$ cat config.mk
export PLATFORM = sky130hd
export DESIGN_NAME = mult_share_arb
export DESIGN_NICKNAME = d
export VERILOG_FILES = /design/src/rtl/mult_share_arb.sv
export SDC_FILE = /design/constraint.sdc
export NUM_CORES = 1
export LEC_CHECK = 0
export ABC_CLOCK_PERIOD_IN_PS = 4800
export CAP_MARGIN = 5
export CORE_UTILIZATION = 25
export CTS_CLUSTER_SIZE = 28
export DETAILED_ROUTE_END_ITERATION = 12
export SYNTH_ARGS = -nofsm -noshare
export SYNTH_HDL_FRONTEND = slang
export SYNTH_SLANG_ARGS = --single-unit
$ cat constraint.sdc
create_clock -name clk -period 4.8 [get_ports clk]
set_input_delay 1.44 -clock clk [delete_from_list [all_inputs] [get_ports clk]]
set_output_delay 1.44 -clock clk [all_outputs]
set_load 0.02 [all_outputs]
$ cat src/rtl/mult_share_arb.sv
// Round-robin front end sharing one signed Booth multiplier core among R requesters,
// with a watchdog that aborts an operation whose core never reports completion.
module mult_share_arb #(
  parameter int N   = 4,
  parameter int R   = 4,
  parameter int TMO = 4*N+8,
  parameter int IDW = $clog2(R)
) (
  input  logic             clk,
  input  logic             rst,
  input  logic [R-1:0]     req_valid,
  input  logic [R*N-1:0]   req_a,
  input  logic [R*N-1:0]   req_b,
  output logic [R-1:0]     req_ready,
  output logic             resp_valid,
  output logic [IDW-1:0]   resp_id,
  output logic [2*N-1:0]   resp_result,
  output logic             resp_err,
  input  logic             resp_ready,
  output logic [N-1:0]     mul_multiplicand,
  output logic [N-1:0]     mul_multiplier,
  output logic             mul_start,
  input  logic             mul_in_process,
  input  logic             mul_finish,
  input  logic [2*N-1:0]   mul_result,
  output logic             busy
);
  localparam int unsigned RU = R;
  localparam int CW = $clog2(TMO+1);

  typedef enum logic [2:0] {IDLE, ISSUE, WAIT_RUN, WAIT_DONE, RESP} state_t;

  state_t         state;
  logic [IDW-1:0] last;
  logic [IDW-1:0] pick;
  logic [IDW-1:0] cand;
  logic           pick_ok;
  logic [CW-1:0]  wd_cnt;
  logic           wd_expired;
  int unsigned    idx;

  // Search starts one past the last served requester and wraps around.
  always_comb begin
    pick    = '0;
    pick_ok = 1'b0;
    cand    = '0;
    idx     = 0;
    for (int unsigned k = 1; k <= RU; k++) begin
      idx = 32'(last) + k;
      if (idx >= RU) idx = idx - RU;
      cand = IDW'(idx);
      if (!pick_ok && req_valid[cand]) begin
        pick    = cand;
        pick_ok = 1'b1;
      end
    end
  end

  // The accept pulse must coincide with the grant decision, so it is decoded
  // from the state register rather than registered itself.
  always_comb begin
    req_ready = '0;
    if (state == IDLE && pick_ok && !rst) req_ready[pick] = 1'b1;
  end

  assign wd_expired = (wd_cnt == CW'(TMO-1));

  always_ff @(posedge clk) begin
    if (rst) begin
      state            <= IDLE;
      last             <= IDW'(R-1);
      resp_id          <= '0;
      resp_result      <= '0;
      resp_err         <= 1'b0;
      resp_valid       <= 1'b0;
      mul_multiplicand <= '0;
      mul_multiplier   <= '0;
      mul_start        <= 1'b0;
      busy             <= 1'b0;
      wd_cnt           <= '0;
    end else begin
      case (state)
        IDLE: begin
          if (pick_ok) begin
            resp_id          <= pick;
            resp_err         <= 1'b0;
            mul_multiplicand <= req_a[pick*N +: N];
            mul_multiplier   <= req_b[pick*N +: N];
            mul_start        <= 1'b1;
            busy             <= 1'b1;
            state            <= ISSUE;
          end
        end
        ISSUE: begin
          mul_start <= 1'b0;
          wd_cnt    <= '0;
          state     <= WAIT_RUN;
        end
        WAIT_RUN: begin
          // A sticky finish from the previous operation is deliberately ignored here.
          if (wd_expired) begin
            resp_result <= '0;
            resp_err    <= 1'b1;
            resp_valid  <= 1'b1;
            state       <= RESP;
          end else begin
            wd_cnt <= wd_cnt + 1'b1;
            if (mul_in_process) state <= WAIT_DONE;
          end
        end
        WAIT_DONE: begin
          if (!mul_in_process && mul_finish) begin
            resp_result <= mul_result;
            resp_err    <= 1'b0;
            resp_valid  <= 1'b1;
            state       <= RESP;
          end else if (wd_expired) begin
            resp_result <= '0;
            resp_err    <= 1'b1;
            resp_valid  <= 1'b1;
            state       <= RESP;
          end else begin
            wd_cnt <= wd_cnt + 1'b1;
          end
        end
        RESP: begin
          if (resp_ready) begin
            resp_valid       <= 1'b0;
            busy             <= 1'b0;
            last             <= resp_id;
            mul_multiplicand <= '0;
            mul_multiplier   <= '0;
            state            <= IDLE;
          end
        end
        default: state <= IDLE;
      endcase
    end
  end
endmodule

After elaboration in Yosys (flattened, before gate mapping)
Index checks and enable logic that the tools add are counted.
Widths: inputs -> output; s select.
Operators by class
  add/subtract/negate cells: 9
  $lt $le $gt $ge: 10
  equality and inequality tests: 10
  shift-type cells: 2
  multiplexer cells: 52
  reduce and logical (&&, ||, !) cells: 27
Operator list (number)
  $shiftx 16x5->4: 2
  $mux 3: 6
  $mux 1: 16
  $mux 2: 8
  $mux 4: 4
  $mux 8: 2
  $pmux 4 s2: 2
  $pmux 8 s2: 1
  $lt 2x3->1 const B: 5
  $pmux 3 s5: 1
  $pmux 5 s3: 1
  $reduce_and 2->1: 6
  $mux 5: 2
  $ge 3x3->1 const B: 3
  $reduce_bool 3->1: 3
  $bmux 1 s2: 4
  $sub 2x1->2 const B: 4
  $logic_and 1x1->1: 7
  $add 2x2->3 const B: 2
  $eq 3x2->1 const B: 2
  $ne 2x2->1 const B: 3
  $ne 3x3->1 const B: 2
  $pmux 1 s3: 2
  $reduce_bool 2->1: 3
  14 further kinds: 19
Word-level totals
  register bits after elaboration: 32
  logic and storage cells: 121

Depth between registers and ports, before layout
Gate-level depths: netlist of the first run.
  depth after elaboration: 20
  gate-level depth with buffers: 7

Least setup slack after synthesis of the first run
OpenSTA, ideal clock, no wires.
  path type: in2out
  from: input port req_valid[1]
  to: output port req_ready[2]
  arrival: 2.838 ns
  path slack: 0.522 ns
  cell stages on the path: 5
  cells stage by stage: nor2b_1 -> a21oi_1 -> clkbuf_1 -> nand2_1 -> nor3_1
On the way
  word-level cells in the longest chain between the ends: 17
  elaborated cells on any way between the ends: 30
  those cells by class: 2 x order compare; 19 x mux; 9 x reduce/logical
RTL lines
  start: declaration: RTL line 11  | input logic [R-1:0] req_valid,
  $bmux 1 s2: RTL line 52  | if (!pick_ok && req_valid[cand]) begin
  $mux 1 (not written as such): RTL line 52
  $mux 1: RTL line 52
  $logic_not 1->1: RTL line 52
  $logic_and 1x1->1: RTL line 52
  $mux 1: RTL line 52
  $logic_not 1->1: RTL line 52
  $logic_and 1x1->1: RTL line 52
  $mux 1: RTL line 52
  $logic_not 1->1: RTL line 52
  $logic_and 1x1->1: RTL line 52
  $mux 2: RTL line 52
  $lt 2x3->1 (not written as such) / $ge 2x1->1 (equally long branches): RTL line 63  | if (state == IDLE && pick_ok && !rst) req_ready[pick] = 1'b1;
  $logic_and 1x1->1 (not written as such): RTL line 63
  $mux 1 (not written as such): RTL line 63
  $demux 1 s2: RTL line 63
  $mux 4 (*): RTL line 63
  end: declaration: RTL line 14  | output logic [R-1:0] req_ready,
Every way passes the cells marked *; elsewhere a longest branch is shown, timed or not. The select of a mux whose other input is x is not followed.

Worst setup path in the final report of the first run
  from: input port req_valid[3]
  to: output port req_ready[3]
Same word-level chain as after synthesis.

==> implementation parameters, run 1 <==
Parameter                              Value

Global routing
  Pin count of the biggest net entering global routing ... 20
  Initial antenna violation count ... 0
  Residual overflow from global routing ... 0
  Wire length of the first global-routing pass ... 8604 um
  Overall global routing resource usage ... ~14%
  Vias in the first global route ... 1748

Placed design
  Dpl cell area ... about 2700 um^2
  Post-DP HPWL ... 4082 um
  IO buf count ... 74
  RePlAce Congestion ... 0.7320

Route
  Count of vias placed by the detailed router ... ~1900
  Wire length on met1 ... ~2500 um
  First-pass detailed-route iteration total ... 4
  Highest metal layer used by the detailed router ... met4
  Number of nets with antenna violations after detailed routing ... 0
  Final routed DRC violation total ... 0
  Via density per instance ... 4.792
  Met3 routed WL ... 363 um
  Total detailed-routing wirelength ... approximately 5400 um
  1st-iter DRT viols ... between 60 and 70
  WL per Instance ... approximately 13 um
  WL met2 ... 2524 um

Logic synthesis
  Portion of the post-synthesis area used by sequential elements ... 34.43%
  Cell type with the highest aggregate area in the netlist ... sky130_fd_sc_hd__dfxtp_1
  Simple logic cell fraction of the synthesized area ... between 30% and 40%
  Total of flip-flops plus latches after synthesis ... 32
  Cell types with the highest counts after synthesis ... sky130_fd_sc_hd__nand3_1 (33), sky130_fd_sc_hd__dfxtp_1 (32), sky130_fd_sc_hd__a21oi_1 (23), sky130_fd_sc_hd__nor2_1 (22), sky130_fd_sc_hd__nand2_1 (15)
  Post-synth net total ... 276
  Post-synthesis cell area ... 1861 um^2
  Fraction of the mapped netlist area in compound gates ... roughly a fifth
  Most used DFF post-synth ... sky130_fd_sc_hd__dfxtp_1
  Synthesized instance count ... 226
  Synth unique cells ... 48
  Number of flops mapped to enable cells by yosys ... 0
  Synth async-reset ratio ... 0%
  Post-synthesis adder-cell area fraction ... 0.6725%
  Syn. warnings ... 0
  Fraction of synthesized cell area taken by the top area cell type ... about a third
  Ranking of synthesized cells by area ... sky130_fd_sc_hd__dfxtp_1 (34%), sky130_fd_sc_hd__nand3_1 (8.9%), sky130_fd_sc_hd__a21oi_1 (6.2%)
  Most frequent cell after synthesis ... sky130_fd_sc_hd__nand3_1
  Synthesized area per cell ... 8.232 um^2
  Mux contribution to synthesized area ... between 5 and 6%
  Main combinational cell family by area after synthesis ... simple AND/OR/NAND/NOR gates
  Fraction of synthesized cell area in xor and xnor cells ... 1.412%

Die
  DIE WIDTH ... just under 90 um
  Core outline area ... 7214 um^2
  Standard-cell rows ... 31
  Boundary Pins ... 75
  Total die area ... around 7800 um^2
  Effective utilization at floorplan ... 25.79%
  Height of the die ... 88.27 um

CTS
  Clock tree from TritonCTS ... yes
  Total number of H-tree levels ... 2
  Cts bufs inserted ... 5
  Clock latency of the later-clocked register in the worst-skew pair ... 280 ps
  Maximum buffer depth of the clock tree ... 2
  Clk sinks ... 32
  CTS clock-pin slew for the worst setup and hold paths ... 70 ps
  Root Buffer ... sky130_fd_sc_hd__clkbuf_8

Worst setup path
  Critical Path RT ... 3360 ps
  Kind of start point of the critical path ... input pin
  Crit Path Class ... input pin to output pin
  Largest fanout of any net on the critical path ... 19
  Nature of the critical path endpoint ... output pin
  WP data arrival ... 3020 ps
  Cell depth of the worst flop-to-flop path ... 5

Timing
  Actual transition at the worst max-transition pin ... 551.2 ps
  Clk_skew ... 7.758 ps
  Count of pins over their slew limit ... 0
  Max_slew headroom ... 63.20%
  Portion of the clock cycle consumed by the worst path in the final layout ... slightly above 90%
  Crit path time final ... ~4500 ps
  Setup TNS ... 0 ps
  RSZ-0062 raised after global routing ... false
  Final hold violations ... 0
  Final count of negative-setup-slack endpoints ... 0
  F_max ... 224.4 MHz

Run status
  Status ... completed

Power
  Highest ir drop seen on vdd ... 0.0001415 V
  Power density over the cells ... 276.5 nW/um^2
  Pleak ... 1.165 nW

Job
  Max Cap Violations ... 0

Cells and area
  Storage element area ... 640.6 um^2
  Multi-input combinational cell area ... 1107 um^2
  Area grow syn2layout ... 54.20%
  Fill cell total of the finished layout ... around 770
  Fraction of final layout cells with drive strength greater than 1 ... 11.15%
  Antenna diode count ... 0
  Final design area excluding fillers ... about 2900 um^2
  Net total in the final layout ... 354

Worst hold path
  Hold path depth ... 2
  Path category of the worst min-delay check ... register to register
-- layer usage --
layer	up-vias	global-route usage [%]
li1	981	-
met1	899	19.62
met2	52	21.54
met3	4	4.571
met4	0	4.545
met5	-	0
-- sequential cells by signal (all words and copies together), names as in the netlist --
name and count:
state 3, mul_start 1, resp_result 8, mul_multiplier 4, resp_id 2, resp_valid 1, last 2, busy 1
resp_err 1, mul_multiplicand 4, wd_cnt 5
-- repair_timing --
action,CTS,global route
gates resized for setup,0,4
setup buffers,0,0
setup endpoints to repair,0,4
hold buffers,0,0
-- stage by stage --
stage,util (%),power [mW],worst slack (ps),instances,hold slack (ps)
floorplan,-,0.4115,522.0,226,449.1
global placement,37.88,0.5118,43.52,396,435.2
detailed placement,37.88,0.5128,19.40,396,437.5
CTS,39.63,0.8028,14.97,404,463.0
global route,39.77,0.8371,287.5,404,484.7
finish,39.77,0.7932,344.5,404,453.2
-- cell type report --
class	instances	area share, %
Multi-Input combinational cell	172	38.60
Timing Repair Buffer	87	29.57
Sequential cell	32	22.33
Tap cell	99	4.317
Clock buffer	7	3.358
Clock inverter	1	1.047
Inverter	6	0.7850
-- path summary, 6_finish.rpt --
check                         from                      to  slack [ps]
min              busy$_SDFFE_PP0P_       busy$_SDFFE_PP0P_         450
max                   req_valid[3]            req_ready[3]         340
max reg2reg  state[2]$_SDFFE_PP0P_  wd_cnt[0]$_SDFFE_PP0P_        2770
min reg2reg      busy$_SDFFE_PP0P_       busy$_SDFFE_PP0P_         450
-- worst max-delay path: stages --
cell	delay [ps]
sky130_fd_sc_hd__clkdlybuf4s50_1	460
sky130_fd_sc_hd__or4_1	530
sky130_fd_sc_hd__buf_4	230
sky130_fd_sc_hd__nand2_2	90
sky130_fd_sc_hd__nor3_1	50
sky130_fd_sc_hd__dlymetal6s2s_1	210
-- cells in the final DEF, fill, tap and decap left out, types with 3 or more instances in the layout --
cell type and n:
sky130_fd_sc_hd__xor2_1 3, sky130_fd_sc_hd__dlymetal6s2s_1 4, sky130_fd_sc_hd__nor3_1 4, sky130_fd_sc_hd__a22oi_1 8, sky130_fd_sc_hd__a21oi_1 23, sky130_fd_sc_hd__a211oi_1 5, sky130_fd_sc_hd__a32oi_1 7, sky130_fd_sc_hd__dfxtp_1 32
sky130_fd_sc_hd__mux2i_1 11, sky130_fd_sc_hd__nor2_1 22, sky130_fd_sc_hd__nand2_1 15, sky130_fd_sc_hd__o21ai_0 3, sky130_fd_sc_hd__inv_1 6, sky130_fd_sc_hd__nand3_1 33, sky130_fd_sc_hd__clkbuf_8 7, sky130_fd_sc_hd__buf_4 13
sky130_fd_sc_hd__clkdlybuf4s50_1 70
-- cells by family after synthesis --
group           after synthesis
mux                          11
xor+xnor                      3
compound gates               59
buf+inv                      22
simple gates                 98
fa+ha+maj                     1
flops                        32
-- power breakdown --
part	internal, mW	switching [mW]
sequential	0.284	0.0160
clock	0.183	0.103
combinational	0.108	0.0986
total	0.575	0.218
No activity file was read; power rests on OpenSTA's default activity.
==> run 2, diff against run 1 <==
--- a/config.mk
+++ b/config.mk
@@ -8,7 +8,6 @@
 export ABC_CLOCK_PERIOD_IN_PS = 4800
 export CAP_MARGIN = 5
 export CORE_UTILIZATION = 25
-export CTS_CLUSTER_SIZE = 28
 export DETAILED_ROUTE_END_ITERATION = 12
 export SYNTH_ARGS = -nofsm -noshare
 export SYNTH_HDL_FRONTEND = slang
==> results of run 2 <==
Final layout, timing and power as in run 1 (identical DEF).
==> run 3, diff against run 2 <==
--- a/config.mk
+++ b/config.mk
@@ -8,7 +8,9 @@
 export ABC_CLOCK_PERIOD_IN_PS = 4800
 export CAP_MARGIN = 5
 export CORE_UTILIZATION = 25
+export CTS_CLUSTER_SIZE = 12
 export DETAILED_ROUTE_END_ITERATION = 12
+export REMOVE_ABC_BUFFERS = 1
 export SYNTH_ARGS = -nofsm -noshare
 export SYNTH_HDL_FRONTEND = slang
 export SYNTH_SLANG_ARGS = --single-unit
==> run 3 against run 2 <==
Against the previous run: via count is essentially flat; design area shrank 0.13%; critical path type unchanged; clock-buffer cell count shrank 2; die area is the same; largest cell class unchanged; largest power group unchanged.
==> implementation parameters, run 3 (synthesis results as in run 1) <==
Parameter                              Value

CTS
  Maximum buffer depth of the clock tree ... 2 (unchanged)
  Total number of H-tree levels ... 2 (unchanged)
  Clk sinks ... 32 (unchanged)
  Clock latency of the later-clocked register in the worst-skew pair ... 290 ps (about the same)
  Number of hold buffers added after CTS ... 0 (unchanged)
  Cts bufs inserted ... 5 (unchanged)
  Clock tree from TritonCTS ... yes
  Root Buffer ... sky130_fd_sc_hd__clkbuf_8
  CTS clock-pin slew for the worst setup and hold paths ... 80 ps (about the same)
  Number of post-CTS setup repair buffers ... 0 (unchanged)

Timing
  F_max ... 218.3 MHz (-2.7%)
  Final count of negative-setup-slack endpoints ... 0 (unchanged)
  Actual transition at the worst max-transition pin ... 580.8 ps (+29.55 ps)
  Crit path time final ... 4580 ps (+124.8 ps)
  Count of pins over their slew limit ... 0 (unchanged)
  Clk_skew ... 5.392 ps (-2.366 ps)
  Portion of the clock cycle consumed by the worst path in the final layout ... 95.42% (+2.6 points)
  Max_slew headroom ... 60.95% (-2.3 points)
  RSZ-0062 raised after global routing ... false
  Final hold violations ... 0 (unchanged)

Global routing
  Vias in the first global route ... 1735 (-0.74%)
  Pin count of the biggest net entering global routing ... 20 (unchanged)
  Wire length of the first global-routing pass ... 8542 um (-0.72%)
  Residual overflow from global routing ... 0 (unchanged)
  Overall global routing resource usage ... 14.09% (-0.29 points)
  Initial antenna violation count ... 0 (unchanged)

Run status
  Status ... completed

Placed design
  Post-DP HPWL ... 4061 um (-0.52%)
  IO buf count ... 74 (unchanged)
  Dpl cell area ... 2748 um^2 (+0.55%)
  RePlAce Congestion ... 0.7487 (+2.3%)

Die
  Effective utilization at floorplan ... 25.79% (unchanged)
  DIE WIDTH ... 88.27 um (unchanged)
  Total die area ... 7791 um^2 (unchanged)
  Standard-cell rows ... 31 (unchanged)
  Height of the die ... 88.27 um (unchanged)
  Boundary Pins ... 75 (unchanged)
  Core outline area ... 7214 um^2 (unchanged)

Worst setup path
  Kind of start point of the critical path ... input pin
  Nature of the critical path endpoint ... output pin
  Family of cells with the greatest summed delay on the critical path ... buffers and inverters
  Slowest library cell on the worst path ... sky130_fd_sc_hd__or4_1
  Critical Path RT ... 3360 ps (about the same)
  Bufs and invs on worst path ... 3 (unchanged)
  Series of cell instances along the critical path ... clkdlybuf4s50_1, or4_1, buf_4, nand2_2, nor3_1, dlygate4sd2_1
  Stage delay of the slowest cell on the critical path ... 580 ps (+50 ps)
  Crit Path Class ... input pin to output pin
  Largest fanout of any net on the critical path ... 19 (unchanged)
  WP data arrival ... 3140 ps (+120 ps)

Power
  Highest ir drop seen on vdd ... 0.00009781 V (-31%)
  Clk network pwr share ... 35.2% (-0.9 points)
  Power density over the cells ... 273.0 nW/um^2 (-1.2%)
  Net switching power figure ... 0.2329 mW (+6.9%)
  Combinational share of power ... 26.5% (+0.4 points)
  Sw frac ... 29.77% (+2.3 points)
  Power consumption ... 0.7822 mW (-1.4%)
  Sequential share of power ... 38.3% (+0.5 points)
  Pleak ... 1.137 nW (-2.4%)
  Cell-internal power ... 0.5494 mW (-4.5%)

Worst hold path
  Path category of the worst min-delay check ... register to register

Route
  Number of nets with antenna violations after detailed routing ... 0 (unchanged)
  Final routed DRC violation total ... 0 (unchanged)
  1st-iter DRT viols ... 107 (+70%)
  Total detailed-routing wirelength ... 5461 um (+0.61%)
  Count of vias placed by the detailed router ... 1937 (+0.052%)
  First-pass detailed-route iteration total ... 4 (unchanged)
  WL per Instance ... 13.45 um (+0.11%)
  Via density per instance ... 4.771 (-0.44%)

Cells and area
  Number of flip-flops in the largest register ... 8 (unchanged)
  Final design area excluding fillers ... 2865 um^2 (-0.13%)
  Top reg by flops ... resp_result
  Area grow syn2layout ... 54.00%
  Most used cells in the layout excluding fill and tap cells ... sky130_fd_sc_hd__clkdlybuf4s50_1 (70), sky130_fd_sc_hd__nand3_1 (33), sky130_fd_sc_hd__dfxtp_1 (32)
  Antenna diode count ... 0 (unchanged)
  Most common cell after layout, fill and taps aside ... sky130_fd_sc_hd__clkdlybuf4s50_1
  Registers with the highest flip-flop counts ... resp_result (8), wd_cnt (5)
  Fraction of final layout cells with drive strength greater than 1 ... 11.73% (+0.58 points)
  Net total in the final layout ... 356 (+0.56%)

Job
  Max Cap Violations ... 0 (unchanged)
-- run 3: worst paths after layout --
| check | startpoint | to | slack (ps) | cells after the start |
|---|---|---|---|---|
| setup reg to reg | state[2]$_SDFFE_PP0P_ | wd_cnt[0]$_SDFFE_PP0P_ | 2810 | 5 |
| setup / recovery | req_valid[1] | req_ready[3] | 220 | 6 |
| hold reg to reg | busy$_SDFFE_PP0P_ | busy$_SDFFE_PP0P_ | 460 | 2 |
| hold / removal | busy$_SDFFE_PP0P_ | busy$_SDFFE_PP0P_ | 460 | 2 |
-- run 3: repair_timing --
action	CTS	global route
endpoints found under the hold margin	0	0
endpoints found under the setup margin	2	2
resized for setup	2	2
gates cloned	0	0
-- run 3: cell type report --
class | count | area (um^2)
clock buffer | 5 | 68.82
clock inverter | 3 | 46.29
fill | 755 | 4349
inverter | 6 | 22.52
multi-input combinational | 172 | 1107
sequential | 32 | 640.6
tap | 99 | 123.9
timing repair buffer | 89 | 855.8
-- run 3: tightest hold or removal path, stage by stage, from the launching register on --
cell and delay, ps:
sky130_fd_sc_hd__dfxtp_1 320, sky130_fd_sc_hd__nand2_1 50, sky130_fd_sc_hd__nand2_1 50
-- run 3: power by group through the flow --
stage               combinational [mW]  sequential, mW  clock (mW)
detailed placement               0.209           0.306           0
floorplan                       0.0807           0.322           0
global placement                 0.208           0.306           0
CTS                              0.209           0.300       0.282
finish                           0.208           0.300       0.275
global route                     0.227           0.303       0.294
-- run 3: layer usage --
metal,share of wire [%],GRT usage [%],up-vias
li1,-,-,990
met1,48,20.36,881
met2,46,20.77,59
met3,5.6,3.358,7
met4,1.0,3.959,0
met5,0,0,-
-- run 3: stage by stage --
| step | TNS (ps) | hold slack (ps) | util, % | setup WS, ps | instances |
|---|---|---|---|---|---|
| 2_1_floorplan | 0 | 443.1 | - | 446.5 | 210 |
| 3_3_place_gp | 0 | 441.1 | 38.09 | 9.591 | 398 |
| 3_5_place_dp | -14.73 | 440.2 | 38.09 | -10.50 | 398 |
| 4_1_cts | 0 | 459.9 | 39.65 | 13.65 | 406 |
| 5_1_grt | 0 | 509.2 | 39.72 | 174.9 | 406 |
| 6_report | 0 | 459.9 | 39.72 | 219.7 | 406 |
